File: src/rtl/segment_scan_driver.sv
// Multiplexed 7-segment scan driver: FIELDS binary fields shown as two decimal digits each, with
// blank gap, PWM brightness, leading-zero blanking and per-frame input snapshot; outputs lag counters by one cycle.
module segment_scan_driver #(
  parameter int FIELDS    = 2,
  parameter int FIELD_W   = 6,
  parameter int SCAN_DIV  = 1024,
  parameter int BLANK_CYC = 8
) (
  input  logic                      clock,
  input  logic                      reset,
  input  logic [FIELDS*FIELD_W-1:0] data_show,
  input  logic [2*FIELDS-1:0]       digit_en,
  input  logic [2*FIELDS-1:0]       dp_mask,
  input  logic [3:0]                brightness,
  input  logic                      lz_blank,
  output logic [2*FIELDS-1:0]       bytee,
  output logic [6:0]                segment,
  output logic                      dp,
  output logic                      frame_start
);

  localparam int DIGITS  = 2 * FIELDS;
  localparam int SW      = $clog2(SCAN_DIV);
  localparam int DW      = $clog2(DIGITS);
  localparam int ON_UNIT = (SCAN_DIV - BLANK_CYC) / 16;

  logic [SW-1:0]             slot_cnt_q, slot_cnt_d;
  logic [DW-1:0]             digit_idx_q, digit_idx_d;
  logic [FIELDS*FIELD_W-1:0] data_q;
  logic [DIGITS-1:0]         en_q, dpm_q;
  logic [3:0]                bright_q;
  logic                      lz_q;
  logic [DIGITS-1:0]         bytee_q, bytee_d;
  logic [6:0]                seg_q, seg_d;
  logic                      dp_q, dp_d;
  logic                      fs_q;

  logic                      frame_begin;
  logic [FIELDS*FIELD_W-1:0] data_eff;
  logic [DIGITS-1:0]         en_eff, dpm_eff;
  logic [3:0]                bright_eff;
  logic                      lz_eff;
  logic [FIELD_W-1:0]        fval;
  logic [7:0]                val, ones, tens, digit_v;
  logic [6:0]                seg_v;
  logic [31:0]               win, slot;
  logic                      is_tens, in_win, lz_hit, lit;

  function automatic logic [6:0] decode(input logic [7:0] v);
    case (v)
      8'd0: decode = 7'h3f;
      8'd1: decode = 7'h06;
      8'd2: decode = 7'h5b;
      8'd3: decode = 7'h4f;
      8'd4: decode = 7'h66;
      8'd5: decode = 7'h6d;
      8'd6: decode = 7'h7d;
      8'd7: decode = 7'h07;
      8'd8: decode = 7'h7f;
      8'd9: decode = 7'h6f;
      default: decode = 7'h00;
    endcase
  endfunction

  // The frame's first cycle uses live inputs so it already matches what the snapshot will hold.
  assign frame_begin = (slot_cnt_q == '0) && (digit_idx_q == '0);
  assign data_eff    = frame_begin ? data_show  : data_q;
  assign en_eff      = frame_begin ? digit_en   : en_q;
  assign dpm_eff     = frame_begin ? dp_mask    : dpm_q;
  assign bright_eff  = frame_begin ? brightness : bright_q;
  assign lz_eff      = frame_begin ? lz_blank   : lz_q;

  always_comb begin
    slot_cnt_d  = slot_cnt_q + 1'b1;
    digit_idx_d = digit_idx_q;
    if (slot_cnt_q == SW'(SCAN_DIV - 1)) begin
      slot_cnt_d  = '0;
      digit_idx_d = (digit_idx_q == DW'(DIGITS - 1)) ? '0 : digit_idx_q + 1'b1;
    end
  end

  always_comb begin
    fval = '0;
    for (int f = 0; f < FIELDS; f++) begin
      if (int'(digit_idx_q >> 1) == f) fval = data_eff[f*FIELD_W +: FIELD_W];
    end
    val     = 8'(fval);
    ones    = val % 8'd10;
    tens    = val / 8'd10;
    is_tens = digit_idx_q[0];
    digit_v = is_tens ? tens : ones;
    seg_v   = (val >= 8'd100) ? 7'h40 : decode(digit_v);
    win     = (bright_eff == 4'd15) ? 32'(SCAN_DIV - BLANK_CYC) : 32'(bright_eff) * 32'(ON_UNIT);
    slot    = 32'(slot_cnt_q);
    in_win  = (slot >= 32'(BLANK_CYC)) && (slot < 32'(BLANK_CYC) + win);
    lz_hit  = lz_eff && is_tens && (tens == 8'd0);
    lit     = in_win && en_eff[digit_idx_q] && !lz_hit;
    bytee_d = '1;
    seg_d   = '0;
    dp_d    = 1'b0;
    if (lit) begin
      bytee_d[digit_idx_q] = 1'b0;
      seg_d                = seg_v;
      dp_d                 = dpm_eff[digit_idx_q];
    end
  end

  always_ff @(posedge clock or negedge reset) begin
    if (!reset) begin
      slot_cnt_q  <= '0;
      digit_idx_q <= '0;
      data_q      <= '0;
      en_q        <= '0;
      dpm_q       <= '0;
      bright_q    <= 4'd15;
      lz_q        <= 1'b0;
      bytee_q     <= '1;
      seg_q       <= '0;
      dp_q        <= 1'b0;
      fs_q        <= 1'b0;
    end else begin
      slot_cnt_q  <= slot_cnt_d;
      digit_idx_q <= digit_idx_d;
      if (frame_begin) begin
        data_q   <= data_show;
        en_q     <= digit_en;
        dpm_q    <= dp_mask;
        bright_q <= brightness;
        lz_q     <= lz_blank;
      end
      bytee_q <= bytee_d;
      seg_q   <= seg_d;
      dp_q    <= dp_d;
      fs_q    <= frame_begin;
    end
  end

  assign bytee       = bytee_q;
  assign segment     = seg_q;
  assign dp          = dp_q;
  assign frame_start = fs_q;

endmodule
File: config.mk
export PLATFORM = sky130hd
export DESIGN_NAME = segment_scan_driver
export DESIGN_NICKNAME = d
export VERILOG_FILES = /design/src/rtl/segment_scan_driver.sv
export SDC_FILE = /design/constraint.sdc
export NUM_CORES = 1
export LEC_CHECK = 0
export BUFFER_PORTS_ARGS = -buffer_cell sky130_fd_sc_hd__buf_2
export CORE_ASPECT_RATIO = 0.6
export CORE_UTILIZATION = 55
export DETAILED_ROUTE_END_ITERATION = 7
export PLACE_DENSITY_LB_ADDON = 0.12
export SYNTH_ARGS = -nofsm -noshare
export SYNTH_HDL_FRONTEND = slang
export SYNTH_SLANG_ARGS = --single-unit
File: constraint.sdc
create_clock -name clock -period 7.3 [get_ports clock]
set_clock_uncertainty 0.2 [all_clocks]
set_input_delay 0 -clock clock [delete_from_list [all_inputs] [get_ports clock]]
set_output_delay 0 -clock clock [all_outputs]
set_load 0.05 [all_outputs]
# == Yosys cells after proc, flatten, opt, wreduce, memory -nomap -nowiden ==
# Memory sizes are Yosys's and may differ from the RTL's.
# Cells that the tools add are included.
# W data, S select, Z words.
# totals
ff_bits,50
mem_bits_ro,112
in_bits,27
out_inout_bits,13
word_cells,60
n_memories,1
# op_classes
add_sub_neg,3
mul,1
div_mod_pow,2
order_cmp,4
n_eq_ne,3
muxes,21
n_bitwise,1
n_reduce_logical,13
# memory_table
name,words,word_bits,rd,rd_clocked_by_memory_dff,wr,line_no,text
(name not given),16,7,1,0,0,50,case (v)
# op_table
operator,count
$logic_not A32 Y1,1
$mux W10,2
$mux W4,4
$mux W7,2
$mux W12,1
$mux W6,2
$add A4 B10 Y11 const A,1
$lt A10 B11 Y1,1
$add A10 B1 Y10 const B,1
$eq A10 B10 Y1 const B,1
$ge A10 B4 Y1 const B,1
$logic_not A10 Y1,1
$mul A4 B6 Y10 const B,1
$div A6 B4 Y8 const B,1
$logic_not A8 Y1,1
$mod A6 B4 Y8 const B,1
$mux W8,1
$logic_and A1 B1 Y1,7
$mux W1,5
$bmux W1 S2,2
$eq A4 B4 Y1 const B,1
$logic_not A4 Y1,1
$not A4 Y4,1
$lt A2 B3 Y1 const B,1
other kinds (7),7

# == Depth between registers and ports, before layout ==
# Gate-level depths: netlist of the first run.
# logic_depth
ltp_word,11
mapped_depth,31
ltp_nobuf,28

# == Worst setup path before layout of the first run ==
# Ideal clock, no wire load.
# synth_timing
kind,register to register
from,reg digit_idx_q[1]
to,"reg seg_q[6], in the netlist segment[6]"
setup_ns,0.098
arrival_ns,6.521
required_ns,7.002
setup_slack_ns,0.481
path_stages_with_launch,31
path_buffers,3
period_less_slack_ns,6.819
cell_sequence,dfrtp_1 buf_2 buf_2 inv_1 ha_1 and3b_1 clkbuf_1 nand3_4 inv_2 mux2i_1 inv_2 ha_1 inv_1 o21ai_0 fa_1 ha_1 a21oi_1 o21ai_1 o211ai_1 o21a_1 o221a_2 nor2_1 nand2_1 xor2_1 ha_1 o2111ai_1 a21oi_1 a221o_1 a21oi_2 o311ai_2 nor4bb_2
# synth_between
elab_chain_cells,11
word_cells_on_any_way,30
cone_classes,1 x add/sub; 1 x mul; 2 x div; 1 x order compare; 1 x eq/ne; 12 x mux; 11 x reduce/logical; 1 x memory
# synth_lines
element,line_no,text
from (decl),28,"logic [DW-1:0] digit_idx_q, digit_idx_d;"
from (signal assigned),123,digit_idx_q <= digit_idx_d;
$logic_not A2 Y1 (*),66,assign frame_begin = (slot_cnt_q == '0) && (digit_idx_q == '0);
$logic_and A1 B1 Y1 (*),66,
$mux W4 (*),--,
named net bright_eff[1],41,logic [3:0] bright_eff;
$mul A4 B6 Y10 or $eq A4 B4 Y1 (tied branches),93,win = (bright_eff == 4'd15) ? 32'(SCAN_DIV - BLANK_CYC) : 32'(bright_eff) * 32'(ON_UNIT);
$mux W10 (*),93,
$add A4 B10 Y11 (*),95,in_win = (slot >= 32'(BLANK_CYC)) && (slot < 32'(BLANK_CYC) + win);
$lt A10 B11 Y1 (*),95,
$logic_and A1 B1 Y1 (*),95,
$logic_and A1 B1 Y1 (*) (2 in series),97,lit = in_win && en_eff[digit_idx_q] && !lz_hit;
$mux W7 (*),101,if (lit) begin
named net seg_d[6],34,"logic [6:0] seg_q, seg_d;"
to (signal assigned),132,seg_q <= seg_d;
to (decl),34,
# Mark *: on every way through the listed nets, which the timed path passes. The rest lies on a longest branch. The select of a mux whose other input is x is not followed.
# A chain may end at the register's enable or synchronous reset.

# == Worst setup path in the final report of the first run ==
# layout_timing
from,reg slot_cnt_q[9]
to,"reg seg_q[6], in the netlist segment[6]"
# layout_between
elab_chain_cells,11
word_cells_on_any_way,30
cone_classes,1 x add/sub; 1 x mul; 2 x div; 2 x order compare; 1 x eq/ne; 12 x mux; 10 x reduce/logical; 1 x memory
# layout_lines
element,line_no,text
from (decl),27,"logic [SW-1:0] slot_cnt_q, slot_cnt_d;"
from (signal assigned),122,slot_cnt_q <= slot_cnt_d;
$logic_not A10 Y1 (*),66,
$logic_and A1 B1 Y1 (*),66,
$mux W4 (*),--,
named net bright_eff[2],41,
$mul A4 B6 Y10 or $eq A4 B4 Y1 (tied branches),93,
$mux W10 (*),93,
$add A4 B10 Y11 (*),95,
$lt A10 B11 Y1 (*),95,
$logic_and A1 B1 Y1 (*),95,
$logic_and A1 B1 Y1 (*) (2 in series),97,
$mux W7 (*),101,
named net seg_d[6],34,
# Marks and branches as above.

==> results of run 1 <==
[final cells by class]
type,instances,area (um2),area share (%)
multi-input cells,398,2960,57.9
flip-flops and latches,50,1260,24.7
repair buffers,70,483,9.45
clock buffers,6,139,2.72
well taps,104,130,2.55
inverters,27,101,1.98
clock inverters,2,38.8,0.759
[power by group through the flow]
stage | logic [mW] | clock network, mW | registers [mW]
CTS | 0.418 | 0.282 | 0.300
detailed placement | 0.404 | 0 | 0.304
global placement | 0.395 | 0 | 0.305
finish | 0.435 | 0.278 | 0.300
floorplan | 0.285 | 0 | 0.331
global route | 0.478 | 0.291 | 0.302
[final timing paths]
| check | start | cells after the start | to |
|---|---|---|---|
| max in group asynchronous | reset | 3 | slot_cnt_q[8]$_DFF_PN0_ |
| worst max register to register | slot_cnt_q[9]$_DFF_PN0_ | 24 | segment[6]$_DFF_PN0_ |
| min in group asynchronous | reset | 3 | frame_start$_DFF_PN0_ |
| worst min register to register | en_q[0]$_DFF_PN0_ | 2 | en_q[0]$_DFF_PN0_ |
| worst max-delay path | slot_cnt_q[9]$_DFF_PN0_ | 24 | segment[6]$_DFF_PN0_ |
| worst min-delay path | brightness[1] | 4 | bright_q[1]$_DFF_PN1_ |
[through the flow]
step	cells	setup slack (ns)	total power, mW
2_1_floorplan	488	0.481	0.616
3_3_place_gp	627	0.502	0.700
3_5_place_dp	627	0.147	0.708
4_1_cts	657	0.0668	1.00
5_1_grt	657	0.0311	1.07
6_report	657	0.372	1.01
[cells in the final DEF (no fill, tap or decap), drive strengths merged, types with 3 or more instances in the layout]
cell type,instances
clkbuf,6
nor2b,6
ha,38
fa,4
xor2,8
nand2b,4
and3,3
a221oi,3
a211oi,5
a22oi,3
o31ai,4
or3,4
a21o,8
dlygate4sd3,22
nor3,10
dfstp,8
o21ai,18
nand2,92
a311o,3
nand3,18
buf,48
a21oi,21
inv,27
a31oi,3
nand4,8
nor2,32
mux2,12
and2,7
nor4,5
xnor2,15
o311ai,3
dfrtp,42
mux2i,24
[critical path, stage by stage (launching register included)]
cell and delay, ns:
dfrtp_1 0.47, or4_1 0.67, o31ai_1 0.35, and2_1 0.28
inv_1 0.16, xnor2_1 0.23, ha_2 0.36, fa_1 0.52
ha_1 0.31, a21o_1 0.18, a21oi_1 0.30, o21ai_2 0.19
xnor2_1 0.17, a21oi_1 0.09, o221a_2 0.31, nor2_1 0.13
nand2_1 0.07, xor2_1 0.16, ha_1 0.30, o2111ai_1 0.11
a21oi_1 0.07, a221o_1 0.40, a21oi_4 0.24, o311ai_4 0.20
nor4bb_2 0.33
[routing by layer]
metal	vias up	GRT usage, %	wire length [um]
met2	136	43.5	4750
met4	0	4.08	53
li1	1884	-	-
met3	10	5.31	786
met5	-	0	0
met1	1911	48.5	6190
[sequential cells by signal, summed over array words and instances (netlist names)]
signal       cells
frame_start      1
bytee            4
segment          7
slot_cnt_q      10
bright_q         4
dpm_q            4
dp               1
lz_q             1
en_q             4
data_q          12
digit_idx_q      2
[kinds of logic (layout without fill, tap and decap cells)]
| logic type | after synthesis | count (layout) |
|---|---|---|
| buffers and inverters | 40 | 105 |
| AO/OA/AOI/OAI | 101 | 101 |
| multiplexers | 38 | 38 |
| XOR/XNOR | 23 | 23 |
| flip-flops | 50 | 50 |
| AND/OR/NAND/NOR | 194 | 194 |
| adder cells (fa/ha/maj) | 42 | 42 |
[timing repair]
action | 4_1_cts | 5_1_grt
hold endpoints to repair | 63 | 0
resized for setup | 0 | 7
setup endpoints to repair | 0 | 7
hold buffers | 22 | 0
==> out/metrics.cfg, run 1 <==
[detailed_routing]
routed_wirelength_um = 11800
drcViolationCount = 0
ant_nets = 0
vias = 3941
viasPerCell = 6.00
drt_iter0_markers = 344
wl_per_cell_um = 17.9
detail_route.first_pass.iterations = 5

[grt]
grt_use_total_pct = 30.4
grt_pass1_wl_um = 19300
grt_max_degree = 51
antenna_found_initial = 0
gr-total-overflow = 0
grt_pass1_vias = 3745

[clock_tree]
cts_buffers = 5
clkLatencyLatePin_ns = 0.29
cts_root_buf = clkbuf_16
cts_setup_buffers = 0
cts_tree = yes
clk_pin_slew_worst_paths_ns = 0.07
cts_buffer_depth = 2
htreeDepth = 2
cts.sinks = 50

[worst_setup_path]
critPathLaunchType = register
cp-end-kind = register
critical_path_arrival_ns = 6.92
critPathRequiredTime_ns = 7.29
r2r_slack_ns = 0.37
crit_type = reg -> reg
critPathMaxFanout = 7

[yosys]
synth_top_family_by_area = simple AND/OR/NAND/NOR gates
synth_xor_area_share_pct = 4.63
ys_seq_area_share_pct = 29.0
synth_area_leaders = dfrtp_1 (24%), ha_1 (11%), nand2_1 (7.9%)
async_flop_share_pct = 100
ys.flop_type = dfrtp_1
synthSimpleGateAreaFrac_pct = 22.2
synthAdderAreaFrac_pct = 12.8
synthCells = 488
synthTopCellsByCount = nand2_1 (92), dfrtp_1 (42), ha_1 (38)
ys_types = 78
synth_top_area_share_pct = 24.2
synth_fp_nets = 557
netlist_area_mm2 = 0.00435
avgSynthCellArea_um2 = 8.91
synth-compound-area-share_pct = 17.6
yosysTopAreaCell = dfrtp_1
muxShareOfSynthArea_pct = 10.0
synth-edff-count = 0
yosys_warnings = 0
synth-seq-cells = 50
synth_most_common_cell = nand2_1

[sta]
max_slew_margin_pct = 54.1
period_share_pct = 94.9
grt_setup_unrepaired = false
fin_setup_tns_ns = 0
worstMarginPinSlew_ns = 0.683
hold_viol = 0
period_minus_slack_ns = 6.93
fmax_mhz = 144
setup-violations-final = 0
holdWs_ns = 0.0176
maxSlewViolCount = 0

[cells_and_area]
nFillCells = 648
design_area_mm2 = 0.00511
area_growth_syn_to_layout_pct = 17.5
layout.nets = 621
num_antenna_cells = 0
drive_gt1_share_pct = 17.9
utilization_pct = 68.6

[floorplan]
io_pins = 40
die_w_um = 117
fp.coreArea_mm2 = 0.00745
die_y_um = 70.9
start_util_pct = 58.4
num_rows = 24
die_area_mm2 = 0.00828

[status]
status = completed

[pwr]
p_comb_share_pct = 42.9
p_leak_nw = 2.41
p_int_mw = 0.638
seq_power_share_pct = 29.6
ir_worst_vdd_v = 0.000158
netSwitchingPower_mw = 0.374
switching_share_pct = 37.0
p_clk_share_pct = 27.5
p_per_area_mw_per_mm2 = 198

[placement]
placed_area_mm2 = 0.00468
gp_congestion = 0.922
dpl.hpwl_um = 8820
numPortBuffers = 39

[run]
drv_cap = 0

[min_path]
min_path_type = in -> reg

Note: power is estimated with default switching activity, not from simulation.
==> inputs of run 2 (changes only) <==
Clock period 7.3 ns to 6.24 ns, I/O delays scaled along.
==> out/metrics.cfg, run 2 (synthesized netlist as in run 1, its figures left out) <==
[status]
status = completed  ; unchanged

[floorplan]
die_y_um = 70.9  ; unchanged
fp.coreArea_mm2 = 0.00745  ; unchanged
start_util_pct = 58.4  ; unchanged
io_pins = 40  ; unchanged
num_rows = 24  ; unchanged
die_w_um = 117  ; unchanged
die_area_mm2 = 0.00828  ; unchanged

[worst_setup_path]
critical_path.top_delay_family = compound AO/OA/AOI/OAI gates  ; unchanged
critPathMaxFanout = 7  ; unchanged
critPathLaunchType = register  ; unchanged
critPathRequiredTime_ns = 6.24  ; was 7.29 ns
crit_type = reg -> reg  ; unchanged
slowest_delay_ns = 0.58  ; was 0.67 ns
crit_path_top_delay_cell = or4_4  ; was or4_1
worst_r2r_endpoint = segment[6]$_DFF_PN0_  ; unchanged
rr_worst_depth = 23  ; was 24
r2r-start = slot_cnt_q[9]$_DFF_PN0_  ; unchanged
path_cells = or4_4 > o31ai_1 > and2_1 > xnor2_2 > ha_4 > fa_2 > ha_1 > a21o_1 > a21oi_4 > o21ai_4 > xnor2_2 > a21oi_1 > o221a_2 > nor2_1 > nand2_1 > xor2_1 > ha_1 > o2111ai_1 > a21oi_1 > a221o_1 > a21oi_4 > o311ai_4 > nor4bb_2  ; was or4_1 > o31ai_1 > and2_1 > inv_1 > xnor2_1 > ha_2 > fa_1 > ha_1 > a21o_1 > a21oi_1 > o21ai_2 > xnor2_1 > a21oi_1 > o221a_2 > nor2_1 > nand2_1 > xor2_1 > ha_1 > o2111ai_1 > a21oi_1 > a221o_1 > a21oi_4 > o311ai_4 > nor4bb_2
critical_path_arrival_ns = 6.08  ; was 6.92 ns
critPathBufInv = 0  ; was 1
r2r_slack_ns = 0.16  ; was 0.37 ns
cp-end-kind = register  ; unchanged

[min_path]
min-delay-start = brightness[0]  ; was brightness[1]
worstHoldEndpoint = bright_q[0]$_DFF_PN1_  ; was bright_q[1]$_DFF_PN1_
min_path_type = in -> reg  ; unchanged
hold_path_depth = 3  ; was 4

[detailed_routing]
drcViolationCount = 0  ; unchanged
routed_wirelength_um = 12400  ; was 11800 um
dr_wl_met2_um = 5010  ; was 4750 um
vias = 4124  ; was 3941
wl_met3_um = 1170  ; was 786 um
drt_iter0_markers = 422  ; was 344
viasPerCell = 6.13  ; was 6.00
met1_length_um = 6170  ; was 6190 um
detail_route.first_pass.iterations = 6  ; was 5
wl_per_cell_um = 18.5  ; was 17.9 um
top_layer_used = met4  ; unchanged
ant_nets = 0  ; unchanged

[sta]
hold_viol = 0  ; unchanged
holdWs_ns = 0.0723  ; was 0.0176 ns
worstMarginPinSlew_ns = 0.880  ; was 0.683 ns
maxSlewViolCount = 0  ; unchanged
period_minus_slack_ns = 6.08  ; was 6.93 ns
period_share_pct = 97.4  ; was 94.9%
fmax_mhz = 165  ; was 144 MHz
setup-violations-final = 0  ; unchanged
max_slew_margin_pct = 41.3  ; was 54.1%
fin_setup_tns_ns = 0  ; unchanged

[grt]
grt_pass1_wl_um = 19800  ; was 19300 um
grt_pass1_vias = 3771  ; was 3745
antenna_found_initial = 0  ; unchanged
grt_use_total_pct = 31.5  ; was 30.4%
gr-total-overflow = 0  ; unchanged
grt_max_degree = 51  ; unchanged

[cells_and_area]
regMostFlops = data_q  ; unchanged
drive_gt1_share_pct = 23.7  ; was 17.9%
layout.nets = 637  ; was 621
final_cell_mix = nand2_1 (92), dfrtp_1 (42), buf_2 (39)  ; unchanged
num_antenna_cells = 0  ; unchanged
area_growth_syn_to_layout_pct = 23.6  ; was 17.5%
largest_reg_flops = 12  ; unchanged
utilization_pct = 72.2  ; was 68.6%
final_common_cell = nand2_1  ; unchanged

[clock_tree]
clkLatencyLatePin_ns = 0.29  ; about the same
cts_buffer_depth = 2  ; unchanged
clk_pin_slew_worst_paths_ns = 0.07  ; about the same
cts_tree = yes  ; unchanged
cts_buffers = 5  ; unchanged
cts.sinks = 50  ; unchanged
htreeDepth = 2  ; unchanged
cts_root_buf = clkbuf_16  ; unchanged

[run]
drv_cap = 0  ; unchanged

[pwr]
p_per_area_mw_per_mm2 = 226  ; was 198 mW/mm2
ir_worst_vdd_v = 0.000218  ; was 0.000158 V
p_leak_nw = 2.49  ; was 2.41 nW
p_total_mw = 1.21  ; was 1.01 mW

[placement]
dpl.hpwl_um = 9010  ; was 8820 um
gp_congestion = 0.941  ; was 0.922
numPortBuffers = 39  ; unchanged

## run 2: cell types whose count changed in the layout (fill, tap and decap cells not counted), moves of 3 or more
| cell | previous run | this run |
|---|---|---|
| ha_4 | 0 | 3 |
| fa_2 | 0 | 3 |
| fa_1 | 4 | 1 |
| a21oi_1 | 20 | 17 |
| buf_4 | 9 | 24 |
## run 2: worst max-delay path by stage
stage,startpoint,to,slack [ns],depth (start not counted)
6_report,slot_cnt_q[9]$_DFF_PN0_,segment[6]$_DFF_PN0_,0.16,23
3_3_place_gp,slot_cnt_q[9]$_DFF_PN0_,segment[6]$_DFF_PN0_,0.19,21
5_1_grt,slot_cnt_q[9]$_DFF_PN0_,segment[6]$_DFF_PN0_,-0.09,25
3_5_place_dp,slot_cnt_q[9]$_DFF_PN0_,segment[6]$_DFF_PN0_,-0.02,25
4_1_cts,slot_cnt_q[9]$_DFF_PN0_,segment[6]$_DFF_PN0_,0.09,24
2_1_floorplan,digit_idx_q[1]$_DFFE_PN0N_,segment[6]$_DFF_PN0_,0.006,29
## run 2: stage by stage
stage	area (um2)	std cells	worst slack, ns
floorplan	4430	488	0.00601
global placement	4830	636	0.187
detailed placement	4830	636	-0.0204
CTS	5230	668	0.0862
global route	5380	673	-0.0852
finish	5380	673	0.161
## run 2: area by class of cell
class | instances | area (um2)
clock buffer | 6 | 139
clock inverter | 2 | 16.3
fill | 566 | 2070
inverter | 27 | 108
multi-input combinational | 398 | 3120
sequential | 50 | 1260
tap | 104 | 130
timing repair buffer | 86 | 606
## run 2: layer usage
metal	GRT usage, %	vias to the layer above
li1	-	1920
met1	50.8	1998
met2	42.8	187
met3	8.14	19
met4	3.38	0
met5	0	-
## run 2: worst register-to-register path, stage by stage (launching register included)
cell	delay, ns
dfrtp_1	0.39
or4_4	0.58
o31ai_1	0.34
and2_1	0.26
xnor2_2	0.17
ha_4	0.27
fa_2	0.57
ha_1	0.25
a21o_1	0.21
a21oi_4	0.19
o21ai_4	0.12
xnor2_2	0.17
a21oi_1	0.09
o221a_2	0.30
nor2_1	0.11
nand2_1	0.08
xor2_1	0.16
ha_1	0.30
o2111ai_1	0.12
a21oi_1	0.06
a221o_1	0.36
a21oi_4	0.20
o311ai_4	0.18
nor4bb_2	0.30
## run 2: what timing repair did
action | in CTS | in global routing
pin swaps | 1 | 12
hold endpoints to repair | 64 | 0
hold buffers | 23 | 0
endpoints found under the setup margin | 4 | 12
setup buffers | 1 | 5
cloned | 0 | 0
gates resized for setup | 1 | 21
## run 2: report_power, final
part           leakage, nW  total [mW]  internal [mW]  switching (mW)
clock network       0.0735       0.286          0.161           0.125
logic                 1.82       0.576          0.241           0.335
registers            0.605       0.352          0.343         0.00893
total                 2.49        1.21          0.745           0.469
